==> config.mk <==
export PLATFORM = sky130hd
export DESIGN_NAME = gshare_bp
export DESIGN_NICKNAME = d
export VERILOG_FILES = /design/src/rtl/gshare_bp_pkg.sv /design/src/rtl/gshare_bp_flush_fsm.sv /design/src/rtl/gshare_bp.sv
export SDC_FILE = /design/constraint.sdc
export NUM_CORES = 2
export LEC_CHECK = 0
export BUFFER_PORTS_ARGS = -buffer_cell sky130_fd_sc_hd__buf_2
export CAP_MARGIN = 10
export CORE_MARGIN = 2
export CORE_UTILIZATION = 35
export CTS_CLUSTER_SIZE = 10
export DETAILED_ROUTE_END_ITERATION = 12
export SETUP_SLACK_MARGIN = 0.1
export SLEW_MARGIN = 20
export SYNTH_ARGS = -nofsm -noshare
export SYNTH_HDL_FRONTEND = slang
export SYNTH_SLANG_ARGS = --single-unit
export TNS_END_PERCENT = 10
==> constraint.sdc <==
create_clock -name clk_i -period 291.6 [get_ports clk_i]
set_input_delay 87.48 -clock clk_i [delete_from_list [all_inputs] [get_ports clk_i]]
set_output_delay 87.48 -clock clk_i [all_outputs]
set_load 0.005 [all_outputs]
==> src/rtl/gshare_bp_pkg.sv <==
// rtl/gshare_bp_pkg.sv - shared types and helpers for the gshare branch predictor
package gshare_bp_pkg;

    typedef struct packed {
        int unsigned VLEN;
        int unsigned INSTR_PER_FETCH;
        bit          RVC;
        bit          DebugEn;
    } cva6_cfg_t;

    localparam cva6_cfg_t cva6_cfg_empty = '{VLEN: 32, INSTR_PER_FETCH: 2, RVC: 1'b1, DebugEn: 1'b1};

    typedef struct packed {
        logic valid;
        logic taken;
    } bht_prediction_t;

    typedef enum logic {
        SWEEP = 1'b0,
        IDLE  = 1'b1
    } sweep_state_e;

    // Default update shape; the instantiating level normally supplies its own.
    localparam int unsigned DEF_VLEN     = 32;
    localparam int unsigned DEF_HIST_LEN = 8;

    typedef struct packed {
        logic                    valid;
        logic [DEF_VLEN-1:0]     pc;
        logic                    taken;
        logic                    mispredict;
        logic [DEF_HIST_LEN-1:0] ghr;
    } bp_update_default_t;

    localparam int unsigned MAX_CTR_BITS = 4;

    // Saturating up/down step of a counter that is ctr_bits wide (held in MAX_CTR_BITS).
    function automatic logic [MAX_CTR_BITS-1:0] sat_inc_dec(input logic [MAX_CTR_BITS-1:0] ctr,
                                                            input logic                    taken,
                                                            input int unsigned             ctr_bits);
        logic [MAX_CTR_BITS-1:0] ctr_max;
        ctr_max = MAX_CTR_BITS'((1 << ctr_bits) - 1);
        if (taken) begin
            return (ctr == ctr_max) ? ctr : ctr + 1'b1;
        end
        return (ctr == '0) ? ctr : ctr - 1'b1;
    endfunction

endpackage

==> src/rtl/gshare_bp_flush_fsm.sv <==
// rtl/gshare_bp_flush_fsm.sv - row-sweep FSM that (re)initialises the counter table
module gshare_flush_fsm
    import gshare_bp_pkg::*;
#(
    parameter int unsigned NR_ROWS = 512,
    parameter int unsigned ROW_W   = $clog2(NR_ROWS)
) (
    input  logic             clk_i,
    input  logic             rst_ni,
    input  logic             flush_i,
    output logic             ready_o,
    output logic             sweep_we_o,
    output logic [ROW_W-1:0] sweep_row_o
);

    localparam logic [ROW_W-1:0] LAST_ROW = ROW_W'(NR_ROWS - 1);

    sweep_state_e     state_q, state_d;
    logic [ROW_W-1:0] row_q, row_d;

    // Next state: sweep one row per cycle, a flush always restarts from row 0.
    always_comb begin
        state_d    = state_q;
        row_d      = row_q;
        sweep_we_o = 1'b0;
        ready_o    = 1'b0;
        case (state_q)
            SWEEP: begin
                sweep_we_o = 1'b1;
                if (flush_i) begin
                    row_d = '0;
                end else if (row_q == LAST_ROW) begin
                    row_d   = '0;
                    state_d = IDLE;
                end else begin
                    row_d = row_q + 1'b1;
                end
            end
            IDLE: begin
                ready_o = 1'b1;
                if (flush_i) begin
                    row_d   = '0;
                    state_d = SWEEP;
                end
            end
        endcase
    end

    // State and row counter registers.
    always_ff @(posedge clk_i or negedge rst_ni) begin
        if (!rst_ni) begin
            state_q <= SWEEP;
            row_q   <= '0;
        end else begin
            state_q <= state_d;
            row_q   <= row_d;
        end
    end

    assign sweep_row_o = row_q;

endmodule

==> src/rtl/gshare_bp.sv <==
// rtl/gshare_bp.sv - gshare conditional-branch predictor with speculative GHR
module gshare_bp
    import gshare_bp_pkg::*;
#(
    parameter cva6_cfg_t   CVA6Cfg     = cva6_cfg_empty,
    parameter type         bp_update_t = bp_update_default_t,
    parameter int unsigned NR_ENTRIES  = 1024,
    parameter int unsigned HIST_LEN    = 8,
    parameter int unsigned CTR_BITS    = 2
) (
    input  logic                                        clk_i,
    input  logic                                        rst_ni,
    input  logic                                        flush_bp_i,
    input  logic                                        debug_mode_i,
    input  logic [CVA6Cfg.VLEN-1:0]                     vpc_i,
    input  logic                                        spec_valid_i,
    input  logic                                        spec_taken_i,
    input  bp_update_t                                  bp_update_i,
    output bht_prediction_t [CVA6Cfg.INSTR_PER_FETCH-1:0] bht_prediction_o,
    output logic [HIST_LEN-1:0]                         ghr_o,
    output logic                                        ready_o,
    output logic                                        update_correct_o
);

    localparam int unsigned VLEN          = CVA6Cfg.VLEN;
    localparam int unsigned IPF           = CVA6Cfg.INSTR_PER_FETCH;
    localparam int unsigned NR_ROWS       = NR_ENTRIES / IPF;
    localparam int unsigned ROW_W         = $clog2(NR_ROWS);
    localparam int unsigned ROW_ADDR_BITS = $clog2(IPF);
    localparam int unsigned OFFSET        = CVA6Cfg.RVC ? 1 : 2;
    localparam int unsigned SLOT_W        = (ROW_ADDR_BITS > 0) ? ROW_ADDR_BITS : 1;
    localparam logic [CTR_BITS-1:0] CTR_INIT = CTR_BITS'(1 << (CTR_BITS - 1));

    function automatic logic [ROW_W-1:0] row_of(input logic [VLEN-1:0] pc);
        logic [VLEN-1:0] sh;
        sh = pc >> (ROW_ADDR_BITS + OFFSET);
        return sh[ROW_W-1:0];
    endfunction

    function automatic logic [SLOT_W-1:0] slot_of(input logic [VLEN-1:0] pc);
        logic [VLEN-1:0] sh;
        sh = pc >> OFFSET;
        if (ROW_ADDR_BITS == 0 || !CVA6Cfg.RVC) begin
            return '0;
        end
        return sh[SLOT_W-1:0];
    endfunction

    logic [IPF-1:0]      vld_q [NR_ROWS];
    logic [CTR_BITS-1:0] ctr_q [NR_ROWS][IPF];

    logic [HIST_LEN-1:0] ghr_q, ghr_d;
    logic                uc_q, uc_d;
    logic                sweep_we;
    logic [ROW_W-1:0]    sweep_row;
    logic [ROW_W-1:0]    pred_row, upd_row;
    logic [SLOT_W-1:0]   upd_slot;
    logic [CTR_BITS-1:0] upd_old, upd_new;
    logic                upd_acc;

    gshare_flush_fsm #(
        .NR_ROWS (NR_ROWS),
        .ROW_W   (ROW_W)
    ) i_flush_fsm (
        .clk_i       (clk_i),
        .rst_ni      (rst_ni),
        .flush_i     (flush_bp_i),
        .ready_o     (ready_o),
        .sweep_we_o  (sweep_we),
        .sweep_row_o (sweep_row)
    );

    assign pred_row = row_of(vpc_i) ^ ROW_W'(ghr_q);
    assign upd_row  = row_of(bp_update_i.pc) ^ ROW_W'(bp_update_i.ghr);
    assign upd_slot = slot_of(bp_update_i.pc);
    assign upd_acc  = bp_update_i.valid && ready_o && !(CVA6Cfg.DebugEn && debug_mode_i);
    assign upd_old  = ctr_q[upd_row][upd_slot];
    assign upd_new  = CTR_BITS'(sat_inc_dec(MAX_CTR_BITS'(upd_old), bp_update_i.taken, CTR_BITS));

    // Per-slot prediction of the indexed row; silenced until the table is initialised.
    always_comb begin
        for (int i = 0; i < IPF; i++) begin
            bht_prediction_o[i].valid = ready_o & vld_q[pred_row][i];
            bht_prediction_o[i].taken = ready_o & ctr_q[pred_row][i][CTR_BITS-1];
        end
    end

    // GHR next value: flush clears, mispredict repair beats a speculative shift.
    always_comb begin
        ghr_d = ghr_q;
        uc_d  = uc_q;
        if (flush_bp_i) begin
            ghr_d = '0;
        end else if (upd_acc && bp_update_i.mispredict) begin
            ghr_d = HIST_LEN'({bp_update_i.ghr, bp_update_i.taken});
        end else if (spec_valid_i) begin
            ghr_d = HIST_LEN'({ghr_q, spec_taken_i});
        end
        if (upd_acc) begin
            uc_d = (upd_old[CTR_BITS-1] == bp_update_i.taken);
        end
    end

    // Counter table: the sweep owns the write port while not ready, updates otherwise.
    always_ff @(posedge clk_i) begin
        if (sweep_we) begin
            vld_q[sweep_row] <= '0;
            for (int i = 0; i < IPF; i++) begin
                ctr_q[sweep_row][i] <= CTR_INIT;
            end
        end else if (upd_acc) begin
            vld_q[upd_row][upd_slot] <= 1'b1;
            ctr_q[upd_row][upd_slot] <= upd_new;
        end
    end

    // History and update-outcome registers.
    always_ff @(posedge clk_i or negedge rst_ni) begin
        if (!rst_ni) begin
            ghr_q <= '0;
            uc_q  <= 1'b0;
        end else begin
            ghr_q <= ghr_d;
            uc_q  <= uc_d;
        end
    end

    assign ghr_o            = ghr_q;
    assign update_correct_o = uc_q;

endmodule

* Word level (Yosys, flattened, before mapping)
Memory sizes are Yosys's and may differ from the RTL's.
Cells that the tools add are included.
** Word-level totals
- Bits in writable memories :: 3072
- Input bits :: 81
- Register bits after elaboration :: 19
- Output and inout port bits :: 14
- Logic and storage cells :: 70
- Memories :: 2
** Cells by class
- Reduce and logical (&&, ||, !) cells :: 10
- Eq/ne operators :: 4
- Mux-type cells :: 35
- $add $sub $neg :: 3
- Bitwise operators :: 8
- Order comparisons :: 4
** Memories
- ctr_q :: depth 512, width 4, rd ports 2, clocked after memory_dff 0, wr ports 1, line gshare_bp.sv:50 : logic [CTR_BITS-1:0] ctr_q [NR_ROWS][IPF];
- vld_q :: depth 512, width 2, rd ports 1, clocked after memory_dff 0, wr ports 1, line gshare_bp.sv:49 : logic [IPF-1:0] vld_q [NR_ROWS];
** Operators by type and width (count)
- 9-bit two-way mux :: 5
- 8-bit two-way mux :: 3
- 2-bit two-way mux :: 11
- 9-bit one-hot mux with 2 select lines :: 1
- 9-bit by 8-bit bitwise XOR with 9-bit output :: 2
- 4-bit two-way mux :: 3
- 9-bit by 1-bit adder with 9-bit output (second input constant) :: 1
- 9-bit equality test (second input constant) :: 1
- 1-bit two-way mux :: 9
- 1-bit logical AND :: 5
- 1-bit AND :: 4
- 4-bit OR reduction :: 1
- 3-bit nonzero test :: 1
- 2-bit by 1-bit adder with 2-bit output (second input constant) :: 1
- 2-bit demux with 1-bit select :: 1
- 2-bit equality test (second input constant) :: 1
- 2-bit greater-or-equal comparator (second input constant) :: 1
- 2-bit zero test :: 1
- 1-bit by 2-bit < comparator with 1-bit output (second input constant) :: 1
- 2-bit by 1-bit < comparator with 1-bit output (second input constant) :: 1
- 2-bit inequality test (second input constant) :: 1
- 1-bit inverter with 2-bit output :: 1
- 1-bit one-hot mux with 2 select lines :: 1
- 2-bit OR reduction :: 1
- other kinds (6) :: 6

* Longest topological paths before layout
An unclocked memory read counts as a cell.
- Depth after elaboration :: 10
- Depth in mapped cells :: 14
- Gate-level depth less buffers :: 11

* Hierarchy
Synthesis repeated with hierarchy kept, for this count alone.
** Unflattened totals
- Cells, all modules :: 7723
- Area, all modules :: 132389.5 µm²
** Modules (own cells, without submodules)
- gshare_bp :: times used 1, cells an instance 7667, seq. area each 92473.7 µm², area each 131860.2 µm²
- gshare_flush_fsm :: times used 1, cells an instance 56, seq. area each 250.2 µm², area each 529.3 µm²

* Worst setup path after synthesis
No wires, ideal clock.
- Path kind :: in2reg
- Start :: in bp_update_i[42] (netlist bit)
- End :: mem ctr_q[0][1] (netlist bit), data pin
- Path buffers :: 1
- Data arrival time :: 281.387 ns
- Required time :: 284.803 ns
- Path slack :: 3.416 ns
- Stages on the path :: 5
- Library setup time :: 6.797 ns
- Cells stage by stage :: nor2b_1 > nand2_1 > inv_1 > clkbuf_1 > o21ai_0
** Between the ends
- Cells in the longest elaborated chain, start to end :: 7
** RTL lines
- from (decl) :: line gshare_bp.sv:18 : input bp_update_t bp_update_i,
- 1-bit logical AND (2 in series) :: line gshare_bp.sv:76 : assign upd_acc = bp_update_i.valid && ready_o && !(CVA6Cfg.DebugEn && debug_mode_i);
- 1-bit two-way mux :: line gshare_bp.sv:111 : end else if (upd_acc) begin
- 1-bit two-way mux :: line gshare_bp.sv:106 : if (sweep_we) begin
- 4-bit two-way mux (implied by the code) :: line gshare_bp.sv:113 : ctr_q[upd_row][upd_slot] <= upd_new;
- 4-bit OR reduction (no line)
- 4-bit two-way mux (no line)
- to (decl) :: line gshare_bp.sv:50
Every way passes these cells.

==> qor.yml <==
cts_tree: "done"
dr_total_vias: 72380
yosysUniqueCellTypes: 36
max_freq_ghz: 0.005479
worstPathArrival_ns: 95.05
leakagePower_nw: 51.42
end_kind: "output port"
drc: 0
place_hpwl_um: 212000
crit_path_max_fanout: 44
rsz0062_at_grt: "no"
tns_ns: 0
outcome: "finished, final reports clean"
startpoint: "vpc_i[2]"
fin_cells: 12440
coreArea_mm2: 0.3716
antenna_found_initial: 15
grt_pass1_wl_um: 540800
drive_above_1_share_pct: 18.09
clock_latency_ns: 0.92
dr.pass1.iters: 6
die_area_mm2: 0.3777
synth_top_area_share_pct: 70.69
rr_startpoint: "ctr_q[394][0]"
post-route-util_pct: 39.35
cts_buffer_depth: 4
clock-sinks: 3091
h-tree-depth: 5
power.density_mw_per_mm2: 6.421
yosys-top-cells-area: "edfxtp_1 (71%), mux4_2 (12%), mux2i_1 (7.9%)"
required_ns: 204.12
synth_common_cells: "edfxtp_1 (3072), nor2_1 (1052), mux2i_1 (1034), mux4_2 (680), o22ai_1 (581)"
first_iter_violations: 8705
io-pin-count: 95
antenna_left: 0
wl_per_cell_um: 30.58
tightest_slew_ns: 1.242
clkTransAtPathRegs_ns: 0.06
drv_cap: 0
syn_to_final_growth_pct: 12.07
vdd_drop_max_v: 0.000004962
synth_top_area_cell: "edfxtp_1"
clock_skew_ns: 0.1028
cts_resized: 0
synth.avg_cell_area_um2: 17.62
grt_pass1_vias: 73760
syn_inst: 7406
totalWireLength_um: 380500
synth-seq-cells: 3091
post_cts_buffers: 0
rows: 224
vias_per_cell: 5.817
ys.warnings.count: 0
overflow: 0
worstSetupPathType: "primary input to output port"
track_usage_pct: 19.63
timing.slew.headroom_pct: 17.17
period_share_pct: 62.59
yosysMostFrequentCell: "edfxtp_1"
syn_area_mm2: 0.1305
die_h_um: 614.6
grt_max_degree: 258
synth-main-ff-cell: "edfxtp_1"
crit_path_start_kind: "primary input"
cts_root_buf: "clkbuf_16"
cts_hold_buf: 0
gp_congestion: 0.8329
dp_cells: 12010
numPortBuffers: 49
synth_seq_area_share_pct: 71.05
die_w_um: 614.6
final_max_slew_viol_count: 0
finalHoldViolCount: 0
worstHoldStart: "update_correct_o"
syn_nets: 7489
ys_async_sr_fraction_pct: 0.6147
min_period_ns: 182.53
cts_buffers: 355
setup_viol: 0
synth_edf_count: 3072
start_util_pct: 35.11
layout.nets: 7478
min_path_type: "flop to flop"
metrics by stage:
step	worst slack, ns	area, µm²	power (mW)	hold WS (ns)
6_report	109.07	146200	0.9390	0.5136
5_1_grt	108.57	146200	0.9614	0.5428
4_1_cts	108.49	146100	0.9433	0.5099
3_5_place_dp	108.55	136700	0.5610	0.4975
3_3_place_gp	108.54	136700	0.5609	0.4947
2_1_floorplan	3.416	130500	0.5343	0.4733
layer usage:
layer | share of wire (%) | vias to the layer above | global-route usage (%)
met5 | 0.016 | - | 0
met4 | 4.6 | 10 | 8.155
met2 | 48 | 3660 | 32.27
met3 | 8.3 | 773 | 3.300
met1 | 39 | 38150 | 25.84
li1 | - | 29780 | -
sequential cells by signal (all words and copies together) (netlist names):
| register | cells |
|---|---|
| ctr_q | 2048 |
| ghr_o | 8 |
| i_flush_fsm.state_q | 1 |
| i_flush_fsm.sweep_row_o | 9 |
| update_correct_o | 1 |
| vld_q | 1024 |
worst max-delay path: stages:
cell	delay, ns
buf_2	0.13
xor2_4	0.58
buf_4	0.83
buf_4	0.60
buf_4	0.78
buf_4	0.88
buf_4	0.72
mux4_2	0.62
mux4_2	0.56
mux4_2	0.54
mux4_2	0.63
a22o_1	0.34
buf_2	0.17
cells in the final DEF (no fill, tap or decap), types with 6 or more instances in the layout:
cell type and instances:
nand2_4 26, nand3_4 14, and2_1 8, mux2i_1 1034, a211oi_1 8, inv_6 6, xor2_1 6, dfrtp_1 19
nand3b_1 6, edfxtp_1 3072, buf_2 49, nand2_1 45, o22ai_1 580, nor2_1 1051, buf_12 16, xor2_4 6
nor4_1 128, a21oi_1 14, clkbuf_1 41, o21ai_0 38, xnor2_1 9, nand2_2 6, nor2b_1 6, buf_4 151
mux4_2 680, nand4_1 10, clkbuf_16 363, diode_2 6
power by group:
part | total, mW | switching, mW | internal, mW
registers | 0.482 | 0.000175 | 0.482
logic | 0.0707 | 0.0451 | 0.0256
clock network | 0.387 | 0.166 | 0.221
cells by family after synthesis:
kind of cell / Yosys count / share of synthesized area (%)
adders and majority gates: 3 / 0.02684
DFF: 3091 / 71.05
muxes: 1714 / 19.67
and+or+nand+nor: 1322 / 4.164
buffers and inverters: 590 / 1.787
xor gates and xnor gates: 25 / 0.1678
AOI/OAI and AO/OA: 661 / 3.132
path summary, 6_finish.rpt:
kind | to | slack, ns | depth (start not counted)
setup / recovery | bht_prediction_o[0] | 109.07 | 13
setup reg to reg | ctr_q[310][2] | 285.04 | 14
min in group asynchronous | ghr_o[1] | 86.54 | 1
hold / removal | update_correct_o | 0.51 | 2
hold reg to reg | update_correct_o | 0.51 | 2
max in group asynchronous | i_flush_fsm.sweep_row_o[5] | 204.69 | 1
cell type report:
class / count / area, µm²
Inverter: 3 / 18.77
Timing Repair Buffer: 219 / 1765
Fill cell: 33500 / 225400
Antenna cell: 6 / 15.01
Clock inverter: 22 / 226.5
Multi-Input combinational cell: 3725 / 36030
Tap cell: 4972 / 6221
Sequential cell: 3091 / 92720
Clock buffer: 404 / 9238
(Power assumes the default switching activity.)
